## src/rtl/elevator_request_scheduler_if.sv

```systemverilog
// Call/floor bundle between the call buttons, the floor FSM and the LOOK request scheduler.
// The master side drives the tick, calls and present floor; the slave (scheduler) side drives the destination and status.
interface elevator_request_scheduler_if #(
    parameter int NUM_FLOORS = 4
);
    logic                  tick;
    logic [NUM_FLOORS-1:0] call_req;
    logic [NUM_FLOORS-1:0] cur_floor;
    logic [NUM_FLOORS-1:0] target_floor;
    logic [NUM_FLOORS-1:0] pending;
    logic                  dir_up;
    logic                  dir_down;
    logic                  door_open;
    logic                  fault;

    modport master (
        output tick, call_req, cur_floor,
        input  target_floor, pending, dir_up, dir_down, door_open, fault
    );

    modport slave (
        input  tick, call_req, cur_floor,
        output target_floor, pending, dir_up, dir_down, door_open, fault
    );
endinterface

```

## src/rtl/elevator_request_scheduler.sv

```systemverilog
// LOOK scheduler: latches floor calls, steers target_floor, times door dwell.
// Latency: call->pending 1 clk, state->target 1 clk; no backpressure, calls are sticky until served.
module elevator_request_scheduler #(
    parameter int NUM_FLOORS  = 4,
    parameter int DWELL_TICKS = 2
) (
    input  logic                          clk,
    input  logic                          reset,
    elevator_request_scheduler_if.slave   bus
);
    localparam int NF = NUM_FLOORS;
    localparam int CW = $clog2(DWELL_TICKS + 1);

    typedef enum logic [1:0] {
        S_IDLE      = 2'd0,
        S_MOVE_UP   = 2'd1,
        S_MOVE_DOWN = 2'd2,
        S_DWELL     = 2'd3
    } state_t;

    state_t        r_state;
    state_t        w_state_nxt;
    logic [NF-1:0] r_pending;
    logic [NF-1:0] r_target;
    logic          r_dir_up;
    logic          r_dir_down;
    logic          r_door_open;
    logic          r_fault;
    logic [CW-1:0] r_dwell_cnt;

    logic [NF-1:0] w_above_msk;
    logic [NF-1:0] w_below_msk;
    logic [NF-1:0] w_above;
    logic [NF-1:0] w_below;
    logic [NF-1:0] w_here;
    logic [NF-1:0] w_up_tgt;
    logic [NF-1:0] w_dn_tgt;
    logic          w_valid;
    logic          w_has_above;
    logic          w_has_below;
    logic          w_has_here;
    logic          w_here_call;
    logic          w_dwell_done;
    logic [CW-1:0] w_cnt_inc;

    logic [NF-1:0] w_pending_nxt;
    logic [NF-1:0] w_target_nxt;
    logic [CW-1:0] w_dwell_cnt_nxt;
    logic          w_dir_up_nxt;
    logic          w_dir_down_nxt;
    logic          w_door_nxt;

    assign w_valid = $onehot(bus.cur_floor);

    // Floors strictly above / below the car, derived from the one-hot position.
    always_comb begin
        w_above_msk = '0;
        w_below_msk = '0;
        for (int i = 0; i < NF; i++) begin
            for (int j = 0; j < NF; j++) begin
                if (j < i && bus.cur_floor[j]) w_above_msk[i] = 1'b1;
                if (j > i && bus.cur_floor[j]) w_below_msk[i] = 1'b1;
            end
        end
    end

    assign w_above     = r_pending & w_above_msk;
    assign w_below     = r_pending & w_below_msk;
    assign w_here      = r_pending & bus.cur_floor;
    assign w_has_above = |w_above;
    assign w_has_below = |w_below;
    assign w_has_here  = |w_here;

    // Nearest call above is the lowest set bit; nearest below is the highest set bit.
    always_comb begin
        w_up_tgt = '0;
        w_dn_tgt = '0;
        for (int i = NF - 1; i >= 0; i--) begin
            if (w_above[i]) begin
                w_up_tgt    = '0;
                w_up_tgt[i] = 1'b1;
            end
        end
        for (int i = 0; i < NF; i++) begin
            if (w_below[i]) begin
                w_dn_tgt    = '0;
                w_dn_tgt[i] = 1'b1;
            end
        end
    end

    assign w_here_call  = (r_state == S_DWELL) && (|(bus.call_req & bus.cur_floor));
    assign w_cnt_inc    = r_dwell_cnt + CW'(1);
    assign w_dwell_done = (r_state == S_DWELL) && !w_here_call && bus.tick &&
                          (w_cnt_inc == CW'(DWELL_TICKS));

    always_ff @(posedge clk or posedge reset) begin
        if (reset) r_state <= S_IDLE;
        else       r_state <= w_state_nxt;
    end

    always_comb begin
        w_state_nxt = r_state;
        if (w_valid) begin
            case (r_state)
                S_IDLE: begin
                    if      (w_has_here)  w_state_nxt = S_DWELL;
                    else if (w_has_above) w_state_nxt = S_MOVE_UP;
                    else if (w_has_below) w_state_nxt = S_MOVE_DOWN;
                end
                S_MOVE_UP: begin
                    if      (w_has_here)   w_state_nxt = S_DWELL;
                    else if (!w_has_above) w_state_nxt = w_has_below ? S_MOVE_DOWN : S_IDLE;
                end
                S_MOVE_DOWN: begin
                    if      (w_has_here)   w_state_nxt = S_DWELL;
                    else if (!w_has_below) w_state_nxt = w_has_above ? S_MOVE_UP : S_IDLE;
                end
                S_DWELL: begin
                    if (w_dwell_done) begin
                        if (r_dir_down)
                            w_state_nxt = w_has_below ? S_MOVE_DOWN :
                                          (w_has_above ? S_MOVE_UP : S_IDLE);
                        else
                            w_state_nxt = w_has_above ? S_MOVE_UP :
                                          (w_has_below ? S_MOVE_DOWN : S_IDLE);
                    end
                end
                default: w_state_nxt = S_IDLE;
            endcase
        end
    end

    always_comb begin
        w_pending_nxt   = r_pending | bus.call_req;
        w_target_nxt    = r_target;
        w_dwell_cnt_nxt = r_dwell_cnt;
        w_dir_up_nxt    = r_dir_up;
        w_dir_down_nxt  = r_dir_down;
        w_door_nxt      = (w_state_nxt == S_DWELL);

        if (w_valid) begin
            // Calls for the floor being served are consumed on entry and ignored during dwell.
            if (r_state == S_DWELL || w_state_nxt == S_DWELL)
                w_pending_nxt = w_pending_nxt & ~bus.cur_floor;

            case (r_state)
                S_MOVE_UP:   w_target_nxt = w_has_above ? w_up_tgt : bus.cur_floor;
                S_MOVE_DOWN: w_target_nxt = w_has_below ? w_dn_tgt : bus.cur_floor;
                default:     w_target_nxt = bus.cur_floor;
            endcase

            if (r_state != S_DWELL)      w_dwell_cnt_nxt = '0;
            else if (w_here_call)        w_dwell_cnt_nxt = '0;
            else if (w_dwell_done)       w_dwell_cnt_nxt = '0;
            else if (bus.tick)           w_dwell_cnt_nxt = w_cnt_inc;

            case (w_state_nxt)
                S_MOVE_UP:   begin w_dir_up_nxt = 1'b1; w_dir_down_nxt = 1'b0; end
                S_MOVE_DOWN: begin w_dir_up_nxt = 1'b0; w_dir_down_nxt = 1'b1; end
                S_IDLE:      begin w_dir_up_nxt = 1'b0; w_dir_down_nxt = 1'b0; end
                default:     ;
            endcase
        end
    end

    always_ff @(posedge clk or posedge reset) begin
        if (reset) begin
            r_pending   <= '0;
            r_target    <= NF'(1);
            r_dwell_cnt <= '0;
            r_dir_up    <= 1'b0;
            r_dir_down  <= 1'b0;
            r_door_open <= 1'b0;
            r_fault     <= 1'b0;
        end else begin
            r_pending   <= w_pending_nxt;
            r_target    <= w_target_nxt;
            r_dwell_cnt <= w_dwell_cnt_nxt;
            r_dir_up    <= w_dir_up_nxt;
            r_dir_down  <= w_dir_down_nxt;
            r_door_open <= w_door_nxt;
            r_fault     <= !w_valid;
        end
    end

    assign bus.target_floor = r_target;
    assign bus.pending      = r_pending;
    assign bus.dir_up       = r_dir_up;
    assign bus.dir_down     = r_dir_down;
    assign bus.door_open    = r_door_open;
    assign bus.fault        = r_fault;

endmodule

```

## src/flat_wrapper.sv

```systemverilog
// flat-port wrapper written by rule: the top's interface ports become plain ports
module elevator_request_scheduler_flat 
#(
    parameter int NUM_FLOORS  = 4,
    parameter int DWELL_TICKS = 2
)
  (clk, reset, bus_tick, bus_call_req, bus_cur_floor, bus_target_floor, bus_pending, bus_dir_up, bus_dir_down, bus_door_open, bus_fault);
  elevator_request_scheduler_if #(.NUM_FLOORS(NUM_FLOORS)) bus_i ();
  input  logic clk;
  input  logic reset;
  input wire logic [$bits(bus_i.tick)-1:0] bus_tick;
  input wire logic [$bits(bus_i.call_req)-1:0] bus_call_req;
  input wire logic [$bits(bus_i.cur_floor)-1:0] bus_cur_floor;
  output wire logic [$bits(bus_i.target_floor)-1:0] bus_target_floor;
  output wire logic [$bits(bus_i.pending)-1:0] bus_pending;
  output wire logic [$bits(bus_i.dir_up)-1:0] bus_dir_up;
  output wire logic [$bits(bus_i.dir_down)-1:0] bus_dir_down;
  output wire logic [$bits(bus_i.door_open)-1:0] bus_door_open;
  output wire logic [$bits(bus_i.fault)-1:0] bus_fault;
  assign bus_i.tick = bus_tick;
  assign bus_i.call_req = bus_call_req;
  assign bus_i.cur_floor = bus_cur_floor;
  assign bus_target_floor = bus_i.target_floor;
  assign bus_pending = bus_i.pending;
  assign bus_dir_up = bus_i.dir_up;
  assign bus_dir_down = bus_i.dir_down;
  assign bus_door_open = bus_i.door_open;
  assign bus_fault = bus_i.fault;
  elevator_request_scheduler #(.NUM_FLOORS(NUM_FLOORS), .DWELL_TICKS(DWELL_TICKS)) u_core (.clk(clk), .reset(reset), .bus(bus_i));
endmodule
```

## config.mk

```make
export PLATFORM = sky130hd
export DESIGN_NAME = elevator_request_scheduler_flat
export DESIGN_NICKNAME = d
export VERILOG_FILES = /design/src/rtl/elevator_request_scheduler_if.sv /design/src/rtl/elevator_request_scheduler.sv /design/src/flat_wrapper.sv
export SDC_FILE = /design/constraint.sdc
export NUM_CORES = 1
export LEC_CHECK = 0
export ABC_AREA = 1
export CAP_MARGIN = 0
export CORE_MARGIN = 2
export CORE_UTILIZATION = 58
export CTS_BUF_LIST = sky130_fd_sc_hd__clkbuf_8
export DETAILED_ROUTE_END_ITERATION = 10
export PLACE_DENSITY = 0.87
export REMOVE_ABC_BUFFERS = 1
export SKIP_CTS_REPAIR_TIMING = 1
export SYNTH_ARGS = -nofsm -noshare
export SYNTH_HDL_FRONTEND = slang
export SYNTH_SLANG_ARGS = --single-unit
```

## constraint.sdc

```tcl
create_clock -name clk -period 3.8 [get_ports clk]
set_input_delay 0.38 -clock clk [delete_from_list [all_inputs] [get_ports clk]]
set_output_delay 0.38 -clock clk [all_outputs]
set_load 0.005 [all_outputs]
```

# Word level (Yosys, flattened, before mapping)
# Cells that the tools add are included.
# word_totals
register_bits	16
out_inout_bits	12
word_cells	92
# op_classes
addsub	4
eq_ne	9
muxes	43
bitwise	7
n_reduce_logical	21
# ops
operator	count
2-to-1 mux 2 bit	18
2-to-1 mux 4 bit	9
bitwise AND 4 bit	4
OR reduction 4 bit	4
2-to-1 mux 1 bit	11
equality test 2 bit, second input constant	5
one-hot mux 2 bit (4 select lines)	1
one-hot mux 4 bit (2 select lines)	1
AND reduction 2 bit	3
adder 1 x 1 -> 2 bit	2
bitwise AND 4 x 3 -> 4 bit	1
equality test 2 x 1 -> 1 bit, second input constant	2
logical AND 1 bit	4
zero test 2 bit	2
inverter 4 bit	1
bitwise OR 4 bit	1
one-hot mux 1 bit (2 select lines)	2
nonzero test 2 bit	2
nonzero test 4 bit	1
OR reduction 2 bit	2
adder 3 bit	1
equality test 3 x 1 -> 1 bit, second input constant	1
2-to-1 mux 3 bit	1
adder 2 x 1 -> 2 bit, second input constant	1
other kinds (3)	4

# Depth between registers and ports, before layout
# depth
ltp_word	15
depth_mapped	15
depth_no_buf	15

# Worst setup path before layout
# OpenSTA, ideal clock, no wires.
# synth_timing
path_type	in2reg
startpoint	input bus_cur_floor[0]
endpoint	register u_core.r_dir_down, in the netlist u_core.bus.dir_down
setup_time_ns	0.117
arrival_ns	2.259
path_slack_ns	1.424
path_stages	12
n_path_buf	0
path_cell_list	inv_1 ha_1 ha_1 fa_1 nor3_2 inv_1 a21oi_1 nand2_1 nand2_4 nor2_1 o21ai_1 inv_1
# synth_via
elab_chain_len	15
word_cells_on_any_way	37
classes_between	2 x add/sub; 3 x eq/ne; 17 x mux; 3 x bitwise; 12 x reduce/logical
# synth_rtl
element	line	source
start: declaration	flat_wrapper.sv:13	input wire logic [$bits(bus_i.cur_floor)-1:0] bus_cur_floor;
2-to-1 mux 1 bit (3 in a row)	elevator_request_scheduler.sv:61	if (j < i && bus.cur_floor[j]) w_above_msk[i] = 1'b1;
bitwise AND 4 bit	elevator_request_scheduler.sv:67	assign w_above = r_pending & w_above_msk;
OR reduction 4 bit	elevator_request_scheduler.sv:70	assign w_has_above = |w_above;
2-to-1 mux 1 bit	elevator_request_scheduler.sv:117, elevator_request_scheduler.sv:123	
2-to-1 mux 2 bit	elevator_request_scheduler.sv:122	w_state_nxt = w_has_below ? S_MOVE_DOWN :
2-to-1 mux 2 bit	elevator_request_scheduler.sv:121	if (r_dir_down)
2-to-1 mux 2 bit	elevator_request_scheduler.sv:120	if (w_dwell_done) begin
one-hot mux 2 bit (4 select lines)	elevator_request_scheduler.sv:105	case (r_state)
2-to-1 mux 2 bit (*)	elevator_request_scheduler.sv:104	if (w_valid) begin
via u_core.w_state_nxt[0]	elevator_request_scheduler.sv:22	state_t w_state_nxt;
equality test 2 x 1 -> 1 bit or zero test 2 bit (tied branches)	elevator_request_scheduler.sv:158	case (w_state_nxt)
OR reduction 2 bit (no line)	-	
nonzero test 2 bit (no line)	-	
AND reduction 2 bit (no line)	-	
end signal: assignment	elevator_request_scheduler.sv:181	r_dir_down <= w_dir_down_nxt;
end: declaration	elevator_request_scheduler.sv:26	logic r_dir_down;
# Mark *: on every way through the listed nets, which the timed path passes. The rest lies on a longest branch.
# A chain may end at the register's enable or synchronous reset.

# Final worst setup path
# layout_timing
startpoint	input bus_cur_floor[3]
endpoint	register u_core.r_pending[3], in the netlist u_core.bus.pending[3]
# layout_via
elab_chain_len	14
word_cells_on_any_way	37
classes_between	2 x add/sub; 2 x eq/ne; 19 x mux; 5 x bitwise; 9 x reduce/logical
# layout_rtl
element	line	source
bitwise AND 4 bit	elevator_request_scheduler.sv:92	assign w_here_call = (r_state == S_DWELL) && (|(bus.call_req & bus.cur_floor));
OR reduction 4 bit	elevator_request_scheduler.sv:92	
logical AND 1 bit	elevator_request_scheduler.sv:92	
zero test 1 bit	elevator_request_scheduler.sv:94	assign w_dwell_done = (r_state == S_DWELL) && !w_here_call && bus.tick &&
logical AND 1 bit (3 in a row)	elevator_request_scheduler.sv:94	
2-to-1 mux 2 bit	elevator_request_scheduler.sv:120	
one-hot mux 2 bit (4 select lines)	elevator_request_scheduler.sv:105	
2-to-1 mux 2 bit (*)	elevator_request_scheduler.sv:104	
via u_core.w_state_nxt[0]	elevator_request_scheduler.sv:22	
equality test 2 bit (*)	elevator_request_scheduler.sv:144	if (r_state == S_DWELL || w_state_nxt == S_DWELL)
logical OR 1 bit (*)	elevator_request_scheduler.sv:144	
2-to-1 mux 4 bit (*)	elevator_request_scheduler.sv:144	
2-to-1 mux 4 bit (*)	elevator_request_scheduler.sv:142	if (w_valid) begin
via u_core.w_pending_nxt[3]	elevator_request_scheduler.sv:46	logic [NF-1:0] w_pending_nxt;
end signal: assignment	elevator_request_scheduler.sv:177	r_pending <= w_pending_nxt;
end: declaration	elevator_request_scheduler.sv:23	logic [NF-1:0] r_pending;
# Marks and branches as above.

==> impl_metrics.env <==
export IMPL_cts_tree="done"
export IMPL_tightest_slew_ns=0.598
export IMPL_ff2ff_path_depth=13
export IMPL_irDropWorstVdd_mv=0.490
export IMPL_design_area_mm2=0.00157
export IMPL_arrival_ns=3.13
export IMPL_wirelength_um=3230
export IMPL_numCtsBuffers=3
export IMPL_htreeDepth=1
export IMPL_preCtsSetupSlack_ns=0.552
export IMPL_grt_usage_pct=28.6
export IMPL_die_height_um=50.8
export IMPL_num_rows=16
export IMPL_hp_start="u_core.r_dwell_cnt[1]"
export IMPL_fin_setup_tns_ns=0
export IMPL_powerDensity_mw_per_mm2=652
export IMPL_whs_path_depth=2
export IMPL_area_delta_synth_final_pct=23.8
export IMPL_grt_max_degree=17
export IMPL_crit_path_start_kind="input port"
export IMPL_coreArea_mm2=0.00202
export IMPL_nets=221
export IMPL_start_util_pct=62.7
export IMPL_layout_drive_gt1_share_pct=14.1
export IMPL_yosys_warnings=0
export IMPL_yosysSeqAreaShare_pct=31.7
export IMPL_crit_path_top_delay_cell="clkdlybuf4s50_1"
export IMPL_clock_skew_ns=0.00995
export IMPL_end_kind="flop"
export IMPL_drv_slew=0
export IMPL_cap_viol_max_count=0
export IMPL_hold_viol_final=0
export IMPL_setup_ws_ns=0.783
export IMPL_power_total_w=0.00102
export IMPL_dp_cells=221
export IMPL_place_gp_congestion=0.886
export IMPL_path_max_fanout=14
export IMPL_clkTransAtPathRegs_ns=0.06
export IMPL_antenna_cells=0
export IMPL_synth_cell_types=30
export IMPL_place_area_mm2=0.00153
export IMPL_clockBufferDepth=2
export IMPL_ant_nets=0
export IMPL_drcViolationCount=0
export IMPL_stdcell_count=225
export IMPL_die_area_mm2=0.00258
export IMPL_synth_ff_latch_count=16
export IMPL_rrSetupSlack_ns=1.85
export IMPL_drtIter0Drc=43
export IMPL_grt_ovfl_total=0
export IMPL_synth_area_mm2=0.00127
export IMPL_netlist_instances=172
export IMPL_vias=1207
export IMPL_grt_pass1_vias=1153
export IMPL_grt_pass1_wl_um=5530
export IMPL_slowest_delay_ns=0.62
export IMPL_fin_crit_ns=3.02
export IMPL_drtPass1Iterations=5
export IMPL_cpMostUsedCell="nand2_4"
export IMPL_clkSinkCount=16
export IMPL_port_buffers=22
export IMPL_insertion_delay_ns=0.24
export IMPL_worstHoldPathType="reg2reg"
export IMPL_setup_violations_final=0
export IMPL_grt_setup_unrepaired="no"
export IMPL_vias_per_cell=5.36
export IMPL_reg2reg_to="u_core.bus.pending[3]"
export IMPL_avgRoutedWirePerCell_um=14.4
export IMPL_min_to="u_core.r_dwell_cnt[1]"
export IMPL_slew_headroom_pct=60.1
export IMPL_antenna_found_initial=0
export IMPL_outcome="finished clean"
export IMPL_crit_required_ns=3.91
export IMPL_r2r_start="u_core.r_state[1]"
export IMPL_timing_setup_critical_path_class="in2reg"
export IMPL_cts_root_buf="clkbuf_8"
export IMPL_p_leak_nw=0.767
export IMPL_dieWidth_um=50.8
export IMPL_ioPinCount=23
export IMPL_fmax_mhz=331
export IMPL_min_period_over_period_pct=79.4
export IMPL_avgSynthCellArea_um2=7.38
export IMPL_crit_chain="clkdlybuf4s50_1 > inv_2 > ha_1 > ha_1 > fa_1 > nor3_2 > inv_1 > a21oi_1 > nand2_1 > nand2_4 > nand2_4 > nand2_4 > a21oi_2"
export IMPL_hpwl_um=2570
==> power by group <==
part | internal (W) | leakage [nW] | switching (W) | total [W]
clock | 0.0000712 | 0.0269 | 0.0000502 | 0.000121
combinational | 0.000253 | 0.557 | 0.000353 | 0.000606
sequential | 0.000239 | 0.182 | 0.0000574 | 0.000296
total | 0.000563 | 0.767 | 0.000461 | 0.00102
==> final cells by class <==
cell class	count	area, um2
sequential	16	402
fill	158	452
tap	27	33.8
multi-input combinational	128	761
inverter	27	101
timing repair buffer	23	228
clock buffer	3	41.3
clock inverter	1	3.75
==> layer usage <==
metal	vias to the layer above	wire length (um)	GRT usage [%]
met3	0	236	3.27
met5	-	0	0
met2	45	1570	46.9
met1	558	1420	41.3
met4	0	0	4.95
li1	604	-	-
==> critical path, delay by kind of cell <==
family | cells | cell delay [ns]
compound gates | 2 | 0.28
fa+ha+maj | 3 | 0.93
buf+inv | 3 | 0.94
simple gates | 5 | 0.59
==> worst max path at each step <==
stage                      from                     to  slack (ns)  cells after the start
2_1_floorplan  bus_cur_floor[0]    u_core.bus.dir_down        1.29                     12
3_3_place_gp   bus_cur_floor[3]    u_core.bus.dir_down        0.62                     13
3_5_place_dp   bus_cur_floor[3]    u_core.bus.dir_down        0.55                     13
4_1_cts        bus_cur_floor[3]  u_core.bus.pending[2]        0.80                     13
5_1_grt        bus_cur_floor[3]    u_core.bus.dir_down        0.53                     13
6_report       bus_cur_floor[3]  u_core.bus.pending[3]        0.78                     13
==> Yosys cell counts (all sizes together) <==
cell type	n	area, um2
nand2	47	221
nor2	28	115
inv	27	101
dfrtp	15	375
o21ai	12	63.8
a21oi	11	70.1
ha	10	125
nand3	8	45.0
nor3	3	31.3
o41ai	2	17.5
a21boi	1	11.3
buf	1	5.00
dfstp	1	26.3
fa	1	20.0
nand4	1	6.26
o21a	1	7.51
o2bb2ai	1	8.76
o311ai	1	8.76
o32ai	1	8.76
==> cells by family (layout without fill, tap and decap cells) <==
family                     after synthesis  count (layout)  synth area share (%)
DFF                                     16              16                  31.7
adders and majority gates               11              11                  11.4
AOI/OAI and AO/OA                       30              30                  15.5
and+or+nand+nor                         87              87                  33.0
buffers and inverters                   28              54                  8.38
==> cells in the final DEF (no fill, tap or decap), types with 2 or more instances in the layout <==
cell / Yosys / layout
a21oi_2: 4 / 4
inv_1: 23 / 24
clkdlybuf4s50_1: 0 / 22
nand2_2: 3 / 3
nand3_1: 7 / 7
clkbuf_8: 0 / 3
inv_2: 4 / 4
a21oi_1: 7 / 7
ha_1: 10 / 10
o41ai_1: 2 / 2
nor2_1: 26 / 26
o21ai_0: 7 / 7
dfrtp_1: 15 / 15
o21ai_1: 4 / 4
nand2_1: 39 / 39
nand2_4: 5 / 5
==> per-stage QoR <==
stage | util (%) | hold WS [ns]
2_1_floorplan | - | 0.293
3_3_place_gp | 75.4 | 0.460
3_5_place_dp | 75.4 | 0.469
4_1_cts | 77.7 | 0.483
5_1_grt | 77.7 | 0.489
6_report | 77.7 | 0.492
==> registers in the layout, indices dropped and copies added (netlist names) <==
name / cells
u_core.bus.dir_down: 1
u_core.bus.dir_up: 1
u_core.bus.door_open: 1
u_core.bus.fault: 1
u_core.bus.pending: 4
u_core.bus.target_floor: 4
u_core.r_dwell_cnt: 2
u_core.r_state: 2
Note: power is estimated with default switching activity, not from simulation.
